===== config.mk =====
export PLATFORM = sky130hd
export DESIGN_NAME = kernel_vec_pipe
export DESIGN_NICKNAME = d
export VERILOG_FILES = /design/src/rtl/kernel_vec_pipe_pkg.sv /design/src/rtl/kernel_vec_stage.sv /design/src/rtl/kernel_vec_pipe.sv
export SDC_FILE = /design/constraint.sdc
export NUM_CORES = 2
export LEC_CHECK = 0
export CORE_ASPECT_RATIO = 1.25
export CORE_MARGIN = 2
export CORE_UTILIZATION = 60
export CTS_BUF_LIST = sky130_fd_sc_hd__clkbuf_8
export DETAILED_ROUTE_END_ITERATION = 8
export PLACE_DENSITY_LB_ADDON = 0.1
export SLEW_MARGIN = 10
export SYNTH_ARGS = -nofsm -noshare
export SYNTH_HDL_FRONTEND = slang
export SYNTH_SLANG_ARGS = --single-unit

===== constraint.sdc =====
create_clock -name clk -period 8.34 [get_ports clk]
set_input_delay 2.502 -clock clk [delete_from_list [all_inputs] [get_ports clk]]
set_output_delay 2.502 -clock clk [all_outputs]
set_load 0.005 [all_outputs]

===== src/rtl/kernel_vec_pipe_pkg.sv =====
// Shared definitions for the vectorised two-stage streaming kernel.
// Latency: n/a (types, constants and helpers only).
// Backpressure: n/a.
package kernel_vec_pipe_pkg;

  // Operator encodings for the per-lane ALUs
  localparam int OP_ADD = 0;
  localparam int OP_SUB = 1;
  localparam int OP_MUL = 2;

  // Occupancy counter width for the default FIFO depth
  localparam int DEF_FIFO_DEPTH = 4;
  localparam int CNTW           = $clog2(DEF_FIFO_DEPTH) + 1;

  // Low bit of lane 'lane' inside a packed vector of 'width'-bit elements
  function automatic int lane_lsb(input int lane, input int width);
    return lane * width;
  endfunction

  // Occupancy counter width for an arbitrary FIFO depth (must reach DEPTH)
  function automatic int cnt_width(input int depth);
    return $clog2(depth) + 1;
  endfunction

endpackage


===== src/rtl/kernel_vec_stage.sv =====
// One registered valid/ready stage with LANES parallel ALUs (a OP b, or a OP a when SELF=1).
// Latency: 1 cycle from acceptance to out_vld.
// Backpressure: in_rdy = !vq | out_rdy, so a full stage accepts only when its data moves on.
module kernel_vec_stage
  import kernel_vec_pipe_pkg::*;
#(
  parameter int STREAMW = 32,
  parameter int LANES   = 2,
  parameter int OP      = OP_ADD,
  parameter int SELF    = 0
) (
  input  logic                       clk,
  input  logic                       rst,
  input  logic                       in_vld,
  output logic                       in_rdy,
  input  logic [LANES*STREAMW-1:0]   in_a_dat,
  input  logic [LANES*STREAMW-1:0]   in_b_dat,
  output logic                       out_vld,
  input  logic                       out_rdy,
  output logic [LANES*STREAMW-1:0]   out_dat
);

  logic                     vq;
  logic [LANES*STREAMW-1:0] dq;
  logic [LANES*STREAMW-1:0] alu_dat;

  assign in_rdy  = !vq | out_rdy;
  assign out_vld = vq;
  assign out_dat = dq;

  for (genvar i = 0; i < LANES; i++) begin : g_lane
    logic [STREAMW-1:0] a;
    logic [STREAMW-1:0] b;
    logic [STREAMW-1:0] r;

    assign a = in_a_dat[lane_lsb(i, STREAMW) +: STREAMW];
    // Self mode squares/doubles operand A; B is ignored
    assign b = (SELF != 0) ? a : in_b_dat[lane_lsb(i, STREAMW) +: STREAMW];

    // Lane ALU: results wrap modulo 2^STREAMW, mul keeps the low half
    always_comb begin
      r = a + b;
      case (OP)
        OP_SUB:  r = a - b;
        OP_MUL:  r = a * b;
        default: r = a + b;
      endcase
    end

    assign alu_dat[lane_lsb(i, STREAMW) +: STREAMW] = r;
  end

  // Load on handshake; drop valid once the held data has been taken downstream
  always_ff @(posedge clk or negedge rst) begin
    if (!rst) begin
      vq <= 1'b0;
      dq <= '0;
    end else begin
      if (in_vld && in_rdy) begin
        vq <= 1'b1;
        dq <= alu_dat;
      end else if (out_rdy) begin
        vq <= 1'b0;
      end
    end
  end

endmodule


===== src/rtl/kernel_vec_pipe.sv =====
// Vector kernel: per lane vout = (vin0 OP1 vin1) OP2 (same), two stages plus FWFT output FIFO.
// Latency: accepted at edge k, ovalid high from edge k+2 (visible 3 edges after acceptance).
// Backpressure: FIFO full stalls S2, then S1, then iready; oready never reaches iready combinationally.
module kernel_vec_pipe
  import kernel_vec_pipe_pkg::*;
#(
  parameter int STREAMW    = 32,
  parameter int LANES      = 2,
  parameter int OP1        = OP_ADD,
  parameter int OP2        = OP_MUL,
  parameter int FIFO_DEPTH = 4
) (
  input  logic                        clk,
  input  logic                        rst,
  input  logic                        ivalid,
  output logic                        iready,
  input  logic [LANES*STREAMW-1:0]    vin0,
  input  logic [LANES*STREAMW-1:0]    vin1,
  output logic                        ovalid,
  input  logic                        oready,
  output logic [LANES*STREAMW-1:0]    vout,
  output logic [$clog2(FIFO_DEPTH):0] fifo_count
);

  localparam int VW  = LANES * STREAMW;
  localparam int PW  = $clog2(FIFO_DEPTH);
  localparam int FCW = cnt_width(FIFO_DEPTH);

  if (FIFO_DEPTH < 2 || (FIFO_DEPTH & (FIFO_DEPTH - 1)) != 0) begin : g_bad_depth
    $error("kernel_vec_pipe: FIFO_DEPTH must be a power of two and at least 2");
  end
  if (LANES < 1) begin : g_bad_lanes
    $error("kernel_vec_pipe: LANES must be at least 1");
  end

  logic          live_q;
  logic          s1_rdy;
  logic          s1_vld;
  logic [VW-1:0] s1_dat;
  logic          s2_rdy;
  logic          s2_vld;
  logic [VW-1:0] s2_dat;

  logic [VW-1:0]  mem [FIFO_DEPTH];
  logic [PW-1:0]  wr_ptr;
  logic [PW-1:0]  rd_ptr;
  logic [FCW-1:0] count_q;
  logic           fifo_full;
  logic           fifo_wr;
  logic           fifo_rd;

  // Hold iready low until the first edge after reset release
  always_ff @(posedge clk or negedge rst) begin
    if (!rst) live_q <= 1'b0;
    else      live_q <= 1'b1;
  end

  assign iready = live_q & s1_rdy;

  kernel_vec_stage #(
    .STREAMW(STREAMW), .LANES(LANES), .OP(OP1), .SELF(0)
  ) u_s1 (
    .clk      (clk),
    .rst      (rst),
    .in_vld   (ivalid & live_q),
    .in_rdy   (s1_rdy),
    .in_a_dat (vin0),
    .in_b_dat (vin1),
    .out_vld  (s1_vld),
    .out_rdy  (s2_rdy),
    .out_dat  (s1_dat)
  );

  kernel_vec_stage #(
    .STREAMW(STREAMW), .LANES(LANES), .OP(OP2), .SELF(1)
  ) u_s2 (
    .clk      (clk),
    .rst      (rst),
    .in_vld   (s1_vld),
    .in_rdy   (s2_rdy),
    .in_a_dat (s1_dat),
    .in_b_dat (s1_dat),
    .out_vld  (s2_vld),
    .out_rdy  (!fifo_full),
    .out_dat  (s2_dat)
  );

  // Full is taken from the registered count, so a same-cycle read never frees a slot
  assign fifo_full  = (count_q == FCW'(FIFO_DEPTH));
  assign fifo_wr    = s2_vld & ~fifo_full;
  assign fifo_rd    = ovalid & oready;
  assign ovalid     = (count_q != '0);
  // Gate the head so vout reads zero whenever the FIFO is empty (including reset)
  assign vout       = ovalid ? mem[rd_ptr] : '0;
  assign fifo_count = count_q;

  // FIFO storage; contents are don't-care until covered by count_q
  always_ff @(posedge clk) begin
    if (fifo_wr) mem[wr_ptr] <= s2_dat;
  end

  // Pointers wrap naturally; occupancy tracks write minus read
  always_ff @(posedge clk or negedge rst) begin
    if (!rst) begin
      wr_ptr  <= '0;
      rd_ptr  <= '0;
      count_q <= '0;
    end else begin
      if (fifo_wr) wr_ptr <= wr_ptr + PW'(1);
      if (fifo_rd) rd_ptr <= rd_ptr + PW'(1);
      count_q <= count_q + FCW'(fifo_wr) - FCW'(fifo_rd);
    end
  end

endmodule


# Yosys cells after proc, flatten, opt, wreduce, memory -nomap -nowiden
# Memories as Yosys holds them, arrays and structs flattened.
# Cells that the tools add are included.
# totals
ramBits	256
output_inout_bits	69
n_memories	1
word_cells	40
regBits	138
# memory_table
memory	words	word_bits	rd	rd_clocked_by_memory_dff	write_ports	line	text
mem	4	64	1	0	1	kernel_vec_pipe.sv:44	logic [VW-1:0] mem [FIFO_DEPTH];
# classes
mul	2
eq_ne	2
reduce_logical	7
n_bitwise	7
n_mux	7
addsub	6
# op_table
operator	n
32-bit adder	2
32-bit by 32-bit multiplier with 32-bit output	2
64-bit two-way mux	1
1-bit two-way mux	6
2-bit by 1-bit adder with 2-bit output, second input constant	2
1-bit bitwise AND	4
3-bit by 1-bit adder with 3-bit output	1
3-bit equality test, second input constant	1
1-bit zero test	3
3-bit nonzero test	1
3-bit by 1-bit subtractor with 3-bit output	1
1-bit logical AND	2
2-bit by 1-bit != test with 1-bit output, second input constant	1
1-bit OR	2
2-bit nonzero test	1
1-bit NOT	1

# Longest topological paths before layout
# depth
word_depth	6
mapped_depth	28
depth_no_buf	27

# By module
# A second synthesis with hierarchy kept.
# unflattened
cells_unflattened	4174
area_unflattened_um2	44611.5
# by_module_without_submodules
module	seq_area_each_um2	n_inst	area_per_inst_um2	cells_per_inst
kernel_vec_stage at u_s2	1576.5	1	29014.1	3066
kernel_vec_pipe	7887.6	1	10107.2	444
kernel_vec_stage at u_s1	1626.6	1	5490.3	664

# Least setup slack after synthesis
# No wires, ideal clock.
# synth_path
path_type	flip-flop to flip-flop
from	reg u_s1.dq[4], in the netlist u_s1.out_dat[4]
to	reg u_s2.dq[31], in the netlist u_s2.out_dat[31]
t_required_ps	8207
synth_period_minus_slack_ps	7135
arrival_time_ps	7002
slack_ps	1205
setup_ps	133
n_path_buf	2
stages_incl_launch_ff	27
cell_sequence	dfrtp_1 > clkbuf_1 > clkbuf_1 > nand2_1 > fa_1 > inv_1 > fa_1 > inv_1 > fa_1 > fa_1 > inv_1 > fa_1 > inv_1 > fa_1 > inv_1 > fa_1 > fa_1 > ha_1 > a21o_1 > a211oi_1 > o21ai_0 > a22o_1 > a22o_1 > o41ai_1 > o21ai_0 > xnor2_1 > o21ai_0
# synth_via
elab_chain_len	1
# synth_rtl
item	line	text
from (decl)	kernel_vec_stage.sv:24	logic [LANES*STREAMW-1:0] dq;
from (signal assigned)	kernel_vec_stage.sv:61	dq <= alu_dat;
32-bit by 32-bit multiplier with 32-bit output	kernel_vec_stage.sv:45	OP_MUL: r = a * b;
to (signal assigned)	kernel_vec_stage.sv:61	
to (decl)	kernel_vec_stage.sv:24	
# No other way between the ends.
# A chain may end at the register's enable or synchronous reset.

# Worst setup path in the final report
# layout_path
from	reg u_s1.dq[36], in the netlist u_s1.out_dat[36]
to	reg u_s2.dq[63], in the netlist u_s2.out_dat[63]
# Same word-level chain as after synthesis.

==> parameters.txt <==
Parameter                              Value

Finish
  Most frequent cells in the layout    930 x inv_1, 730 x fa_1, 385 x nand2_1
  Syn-to-layout area delta    9.86%
  Total number of nets in the final design    about 5500
  Most frequent standard cell in the layout excluding fill and tap cells    inv_1
  Cell Count, Final, Fillers Out    5267
  Share of post-route cells with drive strength above 1    5.59%
  Layout filler cell count    5755

Min path
  Class of the most critical hold timing path    flop to flop
  Hold Path Origin    u_s2.out_dat[34]

Critical path
  Data required time of the worst path    between 8 and 9 ns
  Data arrival time at the worst-slack endpoint    8.13 ns
  Worst-path fanout max    13
  Worst reg2reg startpoint    u_s1.out_dat[36]
  Kind of end point of the critical path    flop
  Critical path startpoint    u_s1.out_dat[36]
  Crit start category    flop
  Kind of critical path    flop to flop

Detailed routing
  Number of detailed-route iterations in the first pass    5
  Total number of vias    approximately 28000
  Count of routing violations after the opening detailed-route iteration    1237
  Routed WL per cell    around 18 um
  Drc violations    0
  Post-route antenna net violation count    0
  Detail-routed via count per cell    roughly 5.4
  Total wirelength of the detailed-routed design    97000 um

Timing
  Total count of max-transition violations in the final report    0
  Smallest setup slack after layout    between 0.7 and 0.8 ns
  Final worst-path cycle share    91.2%
  Minimum hold slack    0.506 ns
  Worst clock skew    between 0.04 and 0.05 ns
  Max Clock Freq    between 100 and 150 MHz
  Final number of hold-violating endpoints    0
  Number of setup violations in the final report    0
  Transition time at the pin with the least slew margin    1.16 ns
  Tightest slew margin relative to the limit    22.3%
  Min Clock Period, post-route    7.60 ns
  RSZ-0062 raised after global routing    no
  Post-route setup TNS    0 ns

Floorplan
  Starting Density    60.8%
  Die X-Extent    246 um
  Std-Cell Rows    110
  Die Ht    306 um
  Overall die area    75300 um2
  Number of top-level pins    approximately 200
  Area of the core    72100 um2

Global routing
  Via count of the first global-routing pass    31099
  Number of antenna violations at the first check in global routing    1
  Global-route wire length before repair    160000 um
  Largest net degree at the start of global routing    80
  Remaining global-route overflow    0
  Global-route usage over all layers    approximately 27%

Yosys
  Yosys warning total    0
  Biggest area contributors in the synthesized netlist    fa_1 33%, edfxtp_1 17%, ha_1 9.6%, inv_1 7.9%, dfrtp_1 7.6%
  Number of enable flip-flop cells after synthesis    248
  Average instance area after synthesis    roughly 11 um2
  Count of distinct cell types in the synthesized netlist    73
  Combined area of all synthesized cells    around 44000 um2
  Synth Register Bits    382
  Flip-flop cell with the highest count after synthesis    edfxtp_1
  Synth Instances    4098
  Share of the synthesized area in the top cell type    between 30% and 40%
  Post-synthesis cell type with the largest combined area    fa_1
  Post-synth ARST share    35.1%
  Sequential share of the synthesized area    24.6%

Clocking
  Inserted Clock Buffers    58
  H-tree depth    2
  Maximum buffer depth of the clock tree    3
  CTS root buf    clkbuf_8
  Clock-pin transition on the worst setup and hold timing paths    ~0.07 ns
  Count of instances resized after the clock tree is built    0
  Total setup buffers inserted after CTS    0
  Latest clock arrival within the worst-skew pair    0.68 ns
  Clock sink count    roughly 380
  Hold-fix buffer count after cts    0
  Clock tree from TritonCTS    yes

Placement
  Detailed Place HPWL    roughly 80000 um
  Pre-CTS setup slack    0.755 ns
  IO buf count    between 150 and 200
  Final estimated routing congestion in global placement    about 0.93
  Number of cells after detailed placement    around 5200

Job
  Max-capacitance violation count    0

Status
  Run status    completed
[flip-flops by register name, indices dropped and copies added, names as in the netlist]
| signal | cells |
|---|---|
| live_q | 1 |
| u_s2.out_vld | 1 |
| u_s2.out_dat | 62 |
| mem | 248 |
| fifo_count | 3 |
| rd_ptr | 2 |
| u_s1.out_dat | 62 |
| u_s1.out_vld | 1 |
| wr_ptr | 2 |
[cells in the mapped netlist, types with 4 or more instances]
| library cell | n |
|---|---|
| ha_1 | 336 |
| mux2i_1 | 6 |
| a31oi_1 | 15 |
| nand3b_1 | 4 |
| or2_2 | 6 |
| xnor2_1 | 91 |
| nor4_1 | 5 |
| nand3_1 | 28 |
| o31ai_1 | 10 |
| buf_1 | 12 |
| and2_1 | 335 |
| or4_1 | 5 |
| o211ai_1 | 11 |
| a31o_2 | 7 |
| nand2_1 | 386 |
| mux2_2 | 4 |
| o21a_1 | 13 |
| mux4_2 | 62 |
| o21bai_1 | 15 |
| a211o_1 | 4 |
| a21o_1 | 51 |
| clkbuf_1 | 132 |
| nor3_1 | 16 |
| a21oi_1 | 97 |
| and3_1 | 12 |
| nand2b_1 | 15 |
| nor2_1 | 71 |
| a211oi_1 | 7 |
| or3_1 | 7 |
| edfxtp_1 | 248 |
| o21ai_0 | 143 |
| o21ai_1 | 5 |
| xor2_1 | 74 |
| nor3b_1 | 5 |
| fa_1 | 730 |
| nor2b_1 | 16 |
| dfrtp_1 | 134 |
| nand4_1 | 7 |
| inv_1 | 919 |
[cell type report]
type | instances | area [um2] | share of cell area [%]
multi-input cells | 2651 | 29100 | 60.3
flip-flops and latches | 382 | 10800 | 22.4
inverters | 919 | 3450 | 7.16
repair buffers | 252 | 2380 | 4.94
well taps | 952 | 1190 | 2.47
clock buffers | 63 | 867 | 1.80
clock inverters | 47 | 410 | 0.852
diodes | 1 | 2.50 | 0.00520
[routing by layer]
layer / global-route usage, % / up-vias / share of wire [%]
li1: - / 13103 / -
met1: 36.2 / 14388 / 42
met2: 47.5 / 711 / 50
met3: 3.47 / 173 / 4.7
met4: 7.68 / 0 / 3.0
met5: 0 / - / 0
[final timing paths]
path,to,cells past startpoint,slack (ns)
setup / recovery,u_s2.out_dat[63],26,0.74
hold / removal,mem[3][34],0,0.51
setup reg to reg,u_s2.out_dat[63],26,0.74
hold reg to reg,mem[3][34],0,0.51
max in group asynchronous,rd_ptr[0],2,5.14
min in group asynchronous,u_s2.out_dat[59],1,1.83
[logic make-up (layout without fill, tap and decap cells)]
family          Yosys count  in the layout  share of synthesized area (%)
compound gates          417            417                           5.94
xor+xnor                165            165                           3.30
fa+ha+maj              1066           1066                           42.9
buf+inv                1066           1281                           9.15
flops                   382            382                           24.6
mux                      72             72                           3.42
other cells               2              4                         0.0171
simple gates            928            928                           10.6
[stage by stage]
stage | util, % | cell area [um2]
6_report | 66.8 | 48200
5_1_grt | 66.8 | 48200
4_1_cts | 66.8 | 48200
3_5_place_dp | 65.0 | 46900
3_3_place_gp | 65.0 | 46900
2_1_floorplan | - | 43800
[critical path, stage by stage (launching register included)]
cell and delay, ns:
dfrtp_1 0.73, buf_4 0.33, and2_1 0.19, inv_1 0.07
fa_1 0.43, inv_1 0.07, ha_1 0.25, a31o_2 0.27
fa_1 0.53, inv_1 0.05, fa_1 0.46, fa_1 0.55
inv_1 0.05, ha_1 0.29, inv_1 0.07, fa_1 0.43
fa_1 0.49, inv_1 0.04, ha_1 0.36, and3_1 0.27
nand4b_1 0.15, a21oi_1 0.32, o211ai_1 0.17, o21ai_0 0.39
a311oi_1 0.23, xnor2_1 0.17, o21ai_0 0.08
Power is left out: the tool's default activity adds up to more than one toggle a clock period on the data nets, which glitch-free logic cannot reach.
